[src/rtl/piso_unloader.sv]
// Parallel-in serial-out unloader: captures a word on start and presents it one bit
// per accepted ready/valid handshake, then pulses done for one cycle.
module piso_unloader #(
    parameter int WIDTH     = 32,
    parameter bit MSB_FIRST = 1'b0
) (
    input  logic             clk,
    input  logic             rst,
    input  logic             start,
    input  logic [WIDTH-1:0] d,
    input  logic             sout_ready,
    output logic             sout,
    output logic             sout_valid,
    output logic             busy,
    output logic             done,
    output logic [5:0]       bit_cnt
);

    typedef enum logic [1:0] {IDLE, SHIFT, DONE} state_t;

    localparam logic [5:0] LAST = 6'(WIDTH - 1);

    state_t           state, state_nxt;
    logic [WIDTH-1:0] shreg, shreg_nxt;
    logic [5:0]       cnt, cnt_nxt;
    logic             accept;

    always_ff @(posedge clk) begin
        if (rst) begin
            state <= IDLE;
            shreg <= '0;
            cnt   <= '0;
        end else begin
            state <= state_nxt;
            shreg <= shreg_nxt;
            cnt   <= cnt_nxt;
        end
    end

    assign accept = (state == SHIFT) && sout_ready;

    always_comb begin
        state_nxt = state;
        shreg_nxt = shreg;
        cnt_nxt   = cnt;
        unique case (state)
            IDLE: begin
                if (start) begin
                    shreg_nxt = d;
                    cnt_nxt   = '0;
                    state_nxt = SHIFT;
                end
            end
            SHIFT: begin
                // Shift toward the output end with zero fill only on a handshake.
                if (accept) begin
                    shreg_nxt = MSB_FIRST ? (shreg << 1) : (shreg >> 1);
                    if (cnt == LAST) begin
                        cnt_nxt   = '0;
                        state_nxt = DONE;
                    end else begin
                        cnt_nxt = cnt + 6'd1;
                    end
                end
            end
            DONE:    state_nxt = IDLE;
            default: state_nxt = IDLE;
        endcase
    end

    // Outputs decode registered state only; start and d never reach them combinationally.
    assign sout_valid = (state == SHIFT);
    assign sout       = (state == SHIFT) & (MSB_FIRST ? shreg[WIDTH-1] : shreg[0]);
    assign busy       = (state != IDLE);
    assign done       = (state == DONE);
    assign bit_cnt    = cnt;

endmodule

[config.mk]
export PLATFORM = sky130hd
export DESIGN_NAME = piso_unloader
export DESIGN_NICKNAME = d
export VERILOG_FILES = /design/src/rtl/piso_unloader.sv
export SDC_FILE = /design/constraint.sdc
export NUM_CORES = 1
export LEC_CHECK = 0
export CORE_MARGIN = 2
export CORE_UTILIZATION = 30
export CTS_BUF_LIST = sky130_fd_sc_hd__clkbuf_2 sky130_fd_sc_hd__clkbuf_4 sky130_fd_sc_hd__clkbuf_8
export CTS_CLUSTER_SIZE = 30
export DETAILED_ROUTE_END_ITERATION = 10
export PLACE_DENSITY_LB_ADDON = 0.15
export SLEW_MARGIN = 15
export SYNTH_ARGS = -nofsm -noshare
export SYNTH_HDL_FRONTEND = slang
export SYNTH_SLANG_ARGS = --single-unit
[constraint.sdc]
create_clock -name clk -period 3.5 [get_ports clk]
set_clock_uncertainty 0.05 [all_clocks]
set_input_delay 0.525 -clock clk [delete_from_list [all_inputs] [get_ports clk]]
set_output_delay 0.525 -clock clk [all_outputs]
set_load 0.01 [all_outputs]
Word level (Yosys, flattened, before mapping)
Index checks and enable logic that the tools add are counted.

Register bits after elaboration: 40. Input bits: 36. Output and inout bits: 10. Word-level logic and storage cells: 28.

Add/subtract/negate cells: 1. Equal/unequal tests: 6. Multiplexer cells: 11. Bitwise logic cells: 1. Reductions and logical operators: 6.

Operators by type and width (number): $mux W32 (2); $pmux W32 S2 (1); $mux W6 (3); $pmux W6 S2 (1); $add A6 B1 Y6 const B (1); $eq A6 B5 Y1 const B (1); $mux W2 (3); $reduce_and A3 Y1 (2); $ne A2 B1 Y1 const B (2); $pmux W2 S2 (1); $reduce_bool A2 Y1 (2); $eq A2 B1 Y1 const B (1); $eq A2 B2 Y1 const B (1); $logic_not A2 Y1 (1); $ne A2 B2 Y1 const B (1); $and A1 B1 Y1 (1); $logic_and A1 B1 Y1 (1).

Depth between registers and ports, before layout
Gate-level depths: netlist (run 1).

Depth in word-level cells: 4. Gate-level depth with buffers: 7. Gate-level depth less buffers: 5.

Worst setup path before layout (run 1)
Ideal clock, no wire load.

Path type: register to output. From: register state[1]. To: output port sout. Arrival: 1162 ps. Required time: 2925 ps. Path slack: 1763 ps. Cell stages (with the launch flop): 7. Path buffers: 3. Path through: dfxtp_1 buf_4 nand2b_1 buf_2 inv_2 buf_2 and2_1.

Longest elaborated chain between the ends: 2.

Ends and longest elaborated chain: start, declared (line 23) `state_t state, state_nxt;`; start signal, assigned (line 34) `state <= state_nxt;`; $eq A2 B1 Y1; net sout_valid (line 13) `output logic sout_valid,`; $and A1 B1 Y1 (line 73) `assign sout = (state == SHIFT) & (MSB_FIRST ? shreg[WIDTH-1] : shreg[0]);`; end, declared (line 12) `output logic sout,`.

The timed path passes the listed nets, and every way through them passes these cells.

Final worst setup path (run 1)
From: register state[0]. To: output port sout.

Longest elaborated chain between the ends: 2.

Ends and longest elaborated chain (line): $eq A2 B1 Y1 (73); $and A1 B1 Y1 (73).

No other way between the ends.

==> results of run 1 <==
## worst max-delay path: cells and delay by family, from the launching register on
kind / cells / cell delay, ns
buffers and inverters: 2 / 0.77
DFF: 1 / 0.55
and+or+nand+nor: 2 / 0.31
## cell families after synthesis
family,count (synthesis),synth area share (%)
muxes,1,1.25
adders and majority gates,1,0.695
DFF,40,44.5
and+or+nand+nor,123,28.7
xor gates and xnor gates,4,1.95
buffers and inverters,21,6.05
AOI/OAI and AO/OA,37,16.9
## power by group through the flow
stage | Combinational, uW | Sequential [uW] | Clock, uW
4_1_cts | 175 | 512 | 340
6_report | 172 | 512 | 326
5_1_grt | 193 | 517 | 364
2_1_floorplan | 109 | 517 | 0
3_3_place_gp | 173 | 522 | 0
3_5_place_dp | 173 | 523 | 0
## final cells by class
cell class	count	area (um^2)	share of cell area, %
clock buffer	7	96.3	4.04
inverter	1	3.75	0.157
multi-input combinational	166	891	37.3
sequential	40	801	33.6
tap	75	93.8	3.93
timing repair buffer	50	500	21.0
## path summary, 6_finish.rpt
check	cells past startpoint	startpoint	slack, ns	endpoint
worst max register to register	5	state[0]$_SDFFE_PP0P_	1.62	shreg[19]$_SDFFE_PP0P_
worst min register to register	2	shreg[23]$_SDFFE_PP0P_	0.42	shreg[22]$_SDFFE_PP0P_
worst max-delay path	4	state[0]$_SDFFE_PP0P_	0.99	sout
worst min-delay path	2	shreg[23]$_SDFFE_PP0P_	0.42	shreg[22]$_SDFFE_PP0P_
## routing by layer
metal  share of wire (%)  GRT usage [%]  vias to the layer above
li1                    -              -                      854
met1                  53           19.3                      711
met2                  43           21.0                       31
met3                 4.2           3.74                        2
met4                0.60           4.58                        0
met5                   0              0                        -
## cells in the mapped netlist (2+ instances only)
cell                       number
sky130_fd_sc_hd__nand2_1       66
sky130_fd_sc_hd__dfxtp_1       40
sky130_fd_sc_hd__nor2_1        38
sky130_fd_sc_hd__a311oi_1      31
sky130_fd_sc_hd__buf_2          9
sky130_fd_sc_hd__clkbuf_1       6
sky130_fd_sc_hd__xnor2_1        4
sky130_fd_sc_hd__a21oi_1        3
sky130_fd_sc_hd__buf_4          3
sky130_fd_sc_hd__nand3_1        3
sky130_fd_sc_hd__and2_1         2
sky130_fd_sc_hd__nand2b_1       2
sky130_fd_sc_hd__nor3b_1        2
sky130_fd_sc_hd__nor4_1         2
sky130_fd_sc_hd__nor4b_1        2
sky130_fd_sc_hd__o21ai_0        2
sky130_fd_sc_hd__or2_2          2
## stage by stage
stage,hold slack [ns],cell area (um^2),setup slack [ns]
finish,0.424,2390,0.994
global route,0.448,2390,0.833
CTS,0.427,2390,0.944
detailed placement,0.416,2290,1.14
global placement,0.413,2290,1.22
floorplan,0.405,1800,1.76
## state kept, by name, summed over array words and instances (netlist names)
signal	cells
bit_cnt	6
shreg	32
state	2
==> impl.org, run 1 <==
** Die
- Die ar. :: around 6600 um^2
- Total I/O pin count :: 46
- Starting density of the core :: 30.8%
- Die Ht :: around 81 um
- In this run the core area contains 28 standard-cell rows.
- The core region is 5850 um^2.
- The die is 81.5 um wide.

** Synth
- Sequential area share after synthesis :: 44.5%
- The netlist uses 27 different library cells.
- In the post-synthesis netlist, the biggest area contributors are sky130_fd_sc_hd__dfxtp_1, sky130_fd_sc_hd__a311oi_1, sky130_fd_sc_hd__nand2_1.
- Post-Syn Area per Cell :: 7.93 um^2
- After synthesis, the share of flip-flops with an asynchronous set or reset is 0%.
- The synthesized netlist occupies a cell area of 1800 um^2.
- Synth Flop Type :: sky130_fd_sc_hd__dfxtp_1
- Synthesis-stage register bit count :: 40
- In this run, synthesis inferred 0 flip-flops with an integrated enable.
- Synth top area share :: 44.5%
- Largest area contributor in the synthesized netlist :: sky130_fd_sc_hd__dfxtp_1
- Synthesized instance count :: 227
- Warnings from Yosys :: 0
- When the netlist entered floorplanning its net count stood at 264.

** Timing
- Setup repair after global routing left no endpoint under its margin.
- Setup TNS :: 0 ns
- For the pin with the worst max-slew slack, the measured transition is 0.506 ns.
- In this run the tightest slew margin relative to its limit is roughly 66%.
- The final critical path takes up a little under three quarters of the cycle.
- Counting I/O delays and the setup requirement, the final critical path takes 2.51 ns.
- Setup violations remaining at the end of the flow were counted as 0.
- The total count of max-transition violations in the final report was 0.
- Final count of hold timing violations :: 0
- Timing would allow up to 399 MHz.

** Global route
- For this run the aggregate overflow at the end of global routing stands at 0.
- The number of global-route vias before repair came to 1558.
- Initial antenna violation count :: 0
- Across every metal layer, demand over resource in global routing totals 13.9%.
- First-pass GRT wire length :: 7150 um
- Entering global routing, the biggest net connects 33 pins.

** Worst setup path
- The critical path in this run is classified as reg2out.
- At the worst endpoint, the required time is around 2.9 ns.
- The signal on the critical path passes through nand2b_1 > inv_2 > and2_1 > clkdlybuf4s50_1.
- Slowest stage delay, CP :: about 0.55 ns
- For this design, the slowest cell found on the critical path is sky130_fd_sc_hd__dfxtp_1.
- Data arrival, critical path :: 1.93 ns
- The worst setup path is launched from a flop.
- Crit Path Max Fanout :: 17
- Worst Setup End Kind :: primary output

** Layout
- Post-layout instance count excluding filler cells :: 339
- Commonest cells after routing, fill and taps aside :: sky130_fd_sc_hd__nand2_1, sky130_fd_sc_hd__clkdlybuf4s50_1, sky130_fd_sc_hd__dfxtp_1
- In the final layout, the share of cells above drive strength 1 is 6.44%.
- The number of antenna diodes in the final layout is 0.
- Fill count :: around 600
- Post-layout nets :: 301
- The library cell used most frequently in the layout, excluding fill and tap cells, is sky130_fd_sc_hd__nand2_1.
- Synth-to-layout area growth :: 32.5%
- Once layout is complete, the utilization of the core stands at 40.8%.

** Placement
- Dpl hpwl :: 2840 um
- During placement, the flow inserted port buffers numbering 45.
- GPL Wtd Cong :: slightly below 0.8
- Cell total after placement :: 332

** Pwr
- The clock network accounts for 32.3% of the total power.
- Maximum VDD drop :: 0.000139 V
- The analysis attributes to cell leakage a power of 0.000873 uW.
- Power comes to 1010 uW.
- Total power density per cell area :: approximately 420 nW/um^2
- The share of total power dissipated in sequential elements is 50.7%.
- Internal power :: around 750 uW
- In this run the power spent charging and discharging nets is 255 uW.
- Net switching is 25.2% of the power.
- Combinational share of power :: 17.0%

** Clock tree
- Clock Path Buffers :: 2
- The number of clock buffers added by TritonCTS is 5.
- TritonCTS clock tree :: yes
- Buffers added to address setup during post-CTS repair amount to 0.
- Hold repair after CTS inserted 0 buffers.
- Total number of clock tree sinks :: 40
- Post-CTS repair changed the size of 0 cells.
- The H-tree generated during clock tree synthesis spans 2 levels.
- Cell at the root of the clock tree :: sky130_fd_sc_hd__clkbuf_8
- Clock transition at the registers of the reported paths :: about 0.080 ns
- Insertion delay to the later sink of the worst-skew pair :: around 0.29 ns

** Detailed routing
- Post-DR vias/cell :: 4.71
- After detailed routing, the total wire length is 4190 um.
- After detailed routing, the number of remaining DRC violations is 0.
- After the first detailed-routing iteration, the DRC count stood at between 100 and 150.
- After detailed routing, the average wire length per cell comes to 12.4 um.
- DR pass1 iterations :: 4
- Remaining antenna violation count after routing :: 0
- The detailed router placed 1598 vias in this run.

** Outcome
- The run finished with clean final reports.

** Min path
- The min-delay analysis places its worst path in the category reg2reg.

** Flow run
- The tool flagged a number of max-cap violations equal to 0.
Note: power is estimated with default switching activity, not from simulation.
==> run 2: changes to the inputs <==
==> constraint.sdc (replaced) <==
create_clock -name clk -period 2.1 [get_ports clk]
set_clock_uncertainty 0.05 [all_clocks]
set_input_delay 0.315 -clock clk [delete_from_list [all_inputs] [get_ports clk]]
set_output_delay 0.315 -clock clk [all_outputs]
set_load 0.01 [all_outputs]
==> impl.org, run 2 (synthesis gave the netlist of run 1 again) <==
** Global route
- The number of global-route vias before repair came to 1655 (was 1558).
- The pin count of the biggest net entering global routing came to 33 (unchanged).
- Initial antenna violation count :: 0 (unchanged)
- GRT Residual Overflow :: 0 (unchanged)
- The global-route total usage across every layer is 14.0% (was 13.9%).
- First-pass GRT wire length :: 7260 um (was 7150 um)

** Placement
- The last weighted congestion value of the routability-driven placer is 0.761 (was 0.782).
- Count of input and output buffers :: 45 (unchanged)
- The half-perimeter wire length after placement is 2790 um (was 2840 um).
- Cell total after placement :: 337 (was 332)

** Layout
- Post-layout instance count excluding filler cells :: 344 (was 339)
- The commonest non-fill, non-tap cell in the layout is sky130_fd_sc_hd__nand2_1 (unchanged).
- The register with the most flip-flops was shreg (unchanged).
- Antenna diode count :: 0 (unchanged)
- Commonest cells after routing, fill and taps aside :: sky130_fd_sc_hd__nand2_1, sky130_fd_sc_hd__clkdlybuf4s50_1, sky130_fd_sc_hd__dfxtp_1 (unchanged)
- Proportion of layout cells with a drive suffix above 1 :: 8.18% (was 6.44%)
- The flip-flop count of the largest register, all copies and words added was 32 (unchanged).
- Synth-to-layout area growth :: 34.5% (was 32.5%)
- Post-layout nets :: 306 (was 301)

** Clock tree
- Number of hold buffers added after cts :: 0 (unchanged)
- The total number of clock tree sinks came to 40 (unchanged).
- The CTS tree is yes (unchanged).
- Clock Path Buffers :: 2 (unchanged)
- The post-CTS clock slew at the launch and capture registers of the worst setup and hold paths came to 0.07 ns (was 0.08 ns).
- Post_cts resized :: 0 (unchanged)
- Insertion delay to the later sink of the worst-skew pair :: 0.29 ns (about the same)
- The number of buffers created by CTS was 5 (unchanged).
- Maximum level of the CTS H-tree :: 2 (unchanged)
- Cell at the root of the clock tree :: sky130_fd_sc_hd__clkbuf_8 (unchanged)
- Number of buffers inserted to repair setup after CTS :: 0 (unchanged)

** Timing
- After layout, the minimum clock period comes to 1.96 ns.
- RSZ-0062 raised after global routing: false (unchanged).
- Period utilization :: 93.2%
- Setup violation total in the final timing report :: 0 (unchanged)
- Total count of max-transition violations in the final report :: 0 (unchanged)
- Setup TNS :: 0 ns (unchanged)
- The actual slew at the worst max-slew pin was 0.330 ns (was 0.506 ns).
- The final-report hold violation count came to 0 (unchanged).
- The normalized max-slew margin was 77.7% (was 66.2%).
- Based on the critical path, the design can be clocked at up to roughly 510 MHz.

** Pwr
- The power per cell area came to 678 nW/um^2 (was 423 nW/um^2).
- Leakage dissipation :: 0.000897 uW (was 0.000873 uW)
- The maximum vdd drop came to 0.000263 V (was 0.000139 V).

** Detailed routing
- The total via count after detailed routing came to 1660 (was 1598).
- Post-DR vias/cell :: 4.83 (was 4.71)
- DRC marker count from the first detailed-route iteration :: 89 (was 102)
- The number of routed nets with antenna violations is 0 (unchanged).
- The final routed wire length divided by cell count came to 12.0 um (was 12.4 um).
- The number of iterations in the first detailed-routing pass came to 4 (unchanged).
- Residual DRC :: 0 (unchanged)
- The detailed-route wire length was 4130 um (was 4190 um).

** Worst setup path
- Worst-case register-to-register setup slack :: 0.48 ns (was 1.62 ns)
- Element type at the critical path start :: flop (unchanged)
- Crit Path Max Fanout :: 10 (was 17)
- Worst reg2reg path startpoint :: state[0]$_SDFFE_PP0P_ (unchanged)
- The number of cells on the worst reg-to-reg path is 6 (was 5).
- Data arrival, critical path :: 1.59 ns (was 1.93 ns)
- The worst reg2reg path endpoint is shreg[13]$_SDFFE_PP0P_ (was shreg[19]$_SDFFE_PP0P_).
- The first element of the critical path is state[1]$_SDFFE_PP0P_ (was state[0]$_SDFFE_PP0P_).
- The critical setup path kind was reg2out (unchanged).
- Termination of the worst setup path :: sout (unchanged)
- The data required time at the worst endpoint was 1.74 ns (was 2.92 ns).
- The category of the worst setup path capture point is a primary output (unchanged).

** Die
- Horiz. Die Dim :: 81.5 um (unchanged)
- The number of placement rows is 28 (unchanged).
- The overall die area came to 6640 um^2 (unchanged).
- Standard cell core area :: 5850 um^2 (unchanged)
- The starting density of the core is 30.8% (unchanged).
- The overall die height came to 81.5 um (unchanged).
- The number of top-level design ports was 46 (unchanged).

** Min path
- The worst hold path class is reg2reg (unchanged).
- Worst Hold Path Cells :: 2 (unchanged)

** Outcome
- Result of the run: complete, no violations (unchanged).

** Flow run
- The count of maximum capacitance violations came to 0 (unchanged).
run 2: cell types whose count changed in the layout (fill, tap and decap cells not counted), sizes merged:
| cell | change |
|---|---|
| buf | +5 |
| clkinv | +1 |
| clkbuf | -1 |
run 2: critical path, stage by stage, from the launching register on:
cell	delay (ns)
sky130_fd_sc_hd__dfxtp_1	0.31
sky130_fd_sc_hd__nand2b_1	0.16
sky130_fd_sc_hd__inv_2	0.15
sky130_fd_sc_hd__and2_1	0.16
sky130_fd_sc_hd__clkdlybuf4s50_1	0.53
run 2: layer usage:
layer	part of all wire, %	up-vias	global-route usage [%]
li1	-	864	-
met1	49	756	17.5
met2	44	33	23.0
met3	4.9	7	3.63
met4	1.3	0	5.08
met5	0	-	0
run 2: per-stage QoR:
stage | area (um^2) | hold slack (ns) | utilization [%] | total power, uW | setup slack [ns]
after global routing | 2420 | 0.455 | 41.4 | 1740 | 0.0496
after global placement | 2340 | 0.414 | 40.0 | 1170 | 0.247
after CTS | 2420 | 0.428 | 41.4 | 1670 | 0.0943
after detailed placement | 2340 | 0.420 | 40.0 | 1170 | 0.175
after floorplan | 1800 | 0.383 | - | 1040 | 0.573
final | 2420 | 0.425 | 41.4 | 1640 | 0.143
run 2: how the worst min path moves through the flow:
stage	from	endpoint	slack (ns)
after detailed placement	shreg[22]$_SDFFE_PP0P_	shreg[21]$_SDFFE_PP0P_	0.42
final	shreg[22]$_SDFFE_PP0P_	shreg[21]$_SDFFE_PP0P_	0.43
after floorplan	sout_ready	state[1]$_SDFFE_PP0P_	0.38
after global routing	shreg[27]$_SDFFE_PP0P_	shreg[26]$_SDFFE_PP0P_	0.46
after CTS	shreg[25]$_SDFFE_PP0P_	shreg[24]$_SDFFE_PP0P_	0.43
after global placement	shreg[27]$_SDFFE_PP0P_	shreg[26]$_SDFFE_PP0P_	0.41
run 2: power by group:
group	leakage (uW)	switching (uW)	internal, uW
combinational	0.000522	147	156
clock	0.0000445	251	239
sequential	0.000331	30.1	819
run 2: cell type report:
cell class	count	area (um^2)
Inverter	1	3.75
Fill cell	609	3430
Sequential cell	40	801
Clock buffer	6	76.3
Clock inverter	1	5.00
Timing Repair Buffer	55	551
Multi-Input combinational cell	166	891
Tap cell	75	93.8
==> run 3: changes to the inputs <==
--- a/config.mk
+++ b/config.mk
@@ -5,7 +5,6 @@
 export SDC_FILE = /design/constraint.sdc
 export NUM_CORES = 1
 export LEC_CHECK = 0
-export CORE_MARGIN = 2
 export CORE_UTILIZATION = 30
 export CTS_BUF_LIST = sky130_fd_sc_hd__clkbuf_2 sky130_fd_sc_hd__clkbuf_4 sky130_fd_sc_hd__clkbuf_8
 export CTS_CLUSTER_SIZE = 30
==> impl.org, run 3 (synthesis gave the netlist of run 1 again) <==
** Outcome
- Result of the run :: complete, no violations (unchanged)

** Clock tree
- The quantity of gates resized following cts came to 0 (unchanged).
- The number of buffers created by CTS is 5 (unchanged).
- The maximum number of buffers from clock root to sink is 2 (unchanged).
- The cell chosen for the clock root was sky130_fd_sc_hd__clkbuf_8 (unchanged).
- The number of setup buffers added after CTS was 0 (unchanged).
- The post-CTS clock slew at the launch and capture registers of the worst setup and hold paths is 0.07 ns (about the same).
- The total number of clock tree sinks is 40 (unchanged).
- TritonCTS clock tree :: yes (unchanged)
- The number of H-tree levels is 2 (unchanged).
- The clock latency at the later pin of the worst-skew pair is 0.28 ns (was 0.29 ns).
- Number of hold buffers added after cts :: 0 (unchanged)

** Global route
- The number of global-route vias before repair is 1498 (was 1655).
- The wire length of the first global-routing pass was 6830 um (was 7260 um).
- The global-route total usage across every layer came to 13.8% (was 14.0%).
- Largest net degree at the start of global routing :: 41 (was 33)
- Initial antenna violation count :: 0 (unchanged)
- GRT Residual Overflow :: 0 (unchanged)

** Worst setup path
- The endpoint arrival time on the critical path came to 1.59 ns (about the same).
- The data required time at the worst endpoint is 1.74 ns (about the same).
- The launching point of the worst reg2reg path is state[0]$_SDFFE_PP0P_ (unchanged).
- Slowest stage delay, CP :: 0.53 ns (about the same)
- Crit-path cells: nand2b_1 > inv_2 > and2_1 > clkdlybuf4s50_1 (unchanged).
- The category of the worst setup path capture point is a primary output (unchanged).
- The worst reg2reg path endpoint is bit_cnt[5]$_SDFFE_PP0P_ (was shreg[13]$_SDFFE_PP0P_).
- Cell type group with the largest total delay on the critical path :: buffers and inverters (unchanged)
- Combined buffer and inverter count along the critical path :: 2 (unchanged)
- Type of the setup path with the least slack :: reg2out (unchanged)
- The type of element launching the critical path was a flop (unchanged).
- The biggest fanout along the worst timing path is 7 (was 10).
- Number of cell instances on the worst register-to-register path :: 6 (unchanged)
- The worst reg-to-reg setup slack is 0.50 ns (was 0.48 ns).
- Slowest cell on the critical path :: sky130_fd_sc_hd__clkdlybuf4s50_1 (unchanged)

** Min path
- Start point of the worst min-delay path :: shreg[26]$_SDFFE_PP0P_ (was shreg[22]$_SDFFE_PP0P_)
- Hold EP :: shreg[25]$_SDFFE_PP0P_ (was shreg[21]$_SDFFE_PP0P_)
- Worst Hold Path Cells :: 2 (unchanged)
- The worst hold path class is reg2reg (unchanged).

** Layout
- Commonest cells after routing, fill and taps aside :: sky130_fd_sc_hd__nand2_1, sky130_fd_sc_hd__clkdlybuf4s50_1, sky130_fd_sc_hd__dfxtp_1 (unchanged)
- Top reg by flops :: shreg (unchanged)
- Fill count :: 577 (was 609)
- The layout overhead on the synthesized area was 34.3% (was 34.5%).
- The flip-flop count of the largest register, all copies and words added was 32 (unchanged).
- The commonest non-fill, non-tap cell in the layout is sky130_fd_sc_hd__nand2_1 (unchanged).
- The final design utilization came to 42.9% (was 41.4%).
- The multi-input combinational cell area is 891 um^2 (unchanged).
- The net total in the final layout was 304 (was 306).
- Antenna diode count :: 0 (unchanged)
- Proportion of layout cells with a drive suffix above 1 :: 7.84% (was 8.18%)
- The sequential cell area in the final layout was 801 um^2 (unchanged).

** Pwr
- Total power density per cell area :: 697 nW/um^2 (was 678 nW/um^2)
- Internal power :: 1270 uW (was 1210 uW)
- The net switching power of the design was 420 uW (was 428 uW).
- Switching power share of the total :: 24.9% (was 26.1%)
- The clock share of power came to 31.9% (was 29.8%).
- Proportion of power drawn by flip-flops and latches :: 50.5% (was 51.7%)
- Combinational share of power :: 17.6% (was 18.5%)
- The standby leakage power is 0.000895 uW (was 0.000897 uW).
- Maximum VDD drop :: 0.000400 V (was 0.000263 V)

** Timing
- The final worst-path cycle share was 93.3% (was 93.2%).
- The setup TNS came to 0 ns (unchanged).
- Total count of max-transition violations in the final report :: 0 (unchanged)
- The normalized max-slew margin is 76.0% (was 77.7%).
- The number of failing setup endpoints in the final timing report was 0 (unchanged).
- The final critical path time including I/O delays and setup was 1.96 ns (about the same).
- The actual slew at the worst max-slew pin came to 0.356 ns (was 0.330 ns).
- The maximum operating frequency was 511 MHz (about the same).
- The final-report hold violation count is 0 (unchanged).
- RSZ-0062 raised after global routing :: false (unchanged)

** Detailed routing
- Vias post-DR :: 1641 (was 1660)
- The via-per-instance ratio is 4.83 (about the same).
- The final routed wire length divided by cell count is 12.0 um (about the same).
- The starting DRC count in detailed routing came to 117 (was 89).
- The number of routed nets with antenna violations was 0 (unchanged).
- The DRC violation count after routing was 0 (unchanged).
- Wire length reported by the detailed router :: 4090 um (was 4130 um)
- DR pass1 iterations :: 4 (unchanged)

** Placement
- Dpl hpwl :: 2820 um (was 2790 um)
- The last weighted congestion value of the routability-driven placer was 0.790 (was 0.761).
- The count of input and output buffers is 45 (unchanged).

** Die
- The number of placement rows is 27 (was 28).
- The overall die height came to 79.5 um (was 81.5 um).
- The overall die area came to 6320 um^2 (was 6640 um^2).
- Standard cell core area :: 5640 um^2 (was 5850 um^2)
- The number of top-level design ports is 46 (unchanged).
- Horiz. Die Dim :: 79.5 um (was 81.5 um)
- Starting density of the core :: 31.9% (was 30.8%)

** Flow run
- Reported max-cap violation count :: 0 (unchanged)
run 3: area by class of cell:
class	count	share of cell area [%]
Inverter	1	0.155
Tap cell	72	3.72
Clock buffer	8	4.04
Timing Repair Buffer	53	22.1
Sequential cell	40	33.1
Multi-Input combinational cell	166	36.8
run 3: worst min-delay path: stages (launching register included):
cell	delay [ns]
sky130_fd_sc_hd__dfxtp_1	0.31
sky130_fd_sc_hd__nand2_1	0.05
sky130_fd_sc_hd__a311oi_1	0.07
run 3: routing by layer:
metal | wire length, um | vias to the layer above | global-route usage [%]
li1 | - | 858 | -
met1 | 2060 | 743 | 19.1
met2 | 1780 | 36 | 20.7
met3 | 207 | 4 | 4.11
met4 | 41 | 0 | 4.00
met5 | 0 | - | 0
run 3: worst max-delay path by stage:
stage / slack (ns) / depth (start not counted) / start / end
floorplan: 0.57 / 6 / state[1]$_SDFFE_PP0P_ / sout
global placement: 0.32 / 6 / sout_ready / shreg[12]$_SDFFE_PP0P_
detailed placement: 0.26 / 6 / sout_ready / shreg[8]$_SDFFE_PP0P_
CTS: 0.11 / 4 / state[0]$_SDFFE_PP0P_ / sout
global route: 0.006 / 4 / state[0]$_SDFFE_PP0P_ / sout
finish: 0.14 / 4 / state[0]$_SDFFE_PP0P_ / sout
run 3: power groups by stage:
stage	sequential, uW	clock (uW)	combinational [uW]
detailed placement	869	0	300
finish	852	538	296
floorplan	861	0	181
CTS	852	558	302
global placement	869	0	297
global route	859	595	334
run 3: through the flow:
| stage | std cells | power (uW) | instance area (um^2) | setup slack, ns | hold WS [ns] |
|---|---|---|---|---|---|
| 6_report | 340 | 1690 | 2420 | 0.141 | 0.427 |
| 5_1_grt | 340 | 1790 | 2420 | 0.00642 | 0.456 |
| 4_1_cts | 340 | 1710 | 2420 | 0.114 | 0.431 |
| 3_5_place_dp | 332 | 1170 | 2320 | 0.264 | 0.419 |
| 3_3_place_gp | 332 | 1170 | 2320 | 0.324 | 0.412 |
| 2_1_floorplan | 227 | 1040 | 1800 | 0.573 | 0.383 |
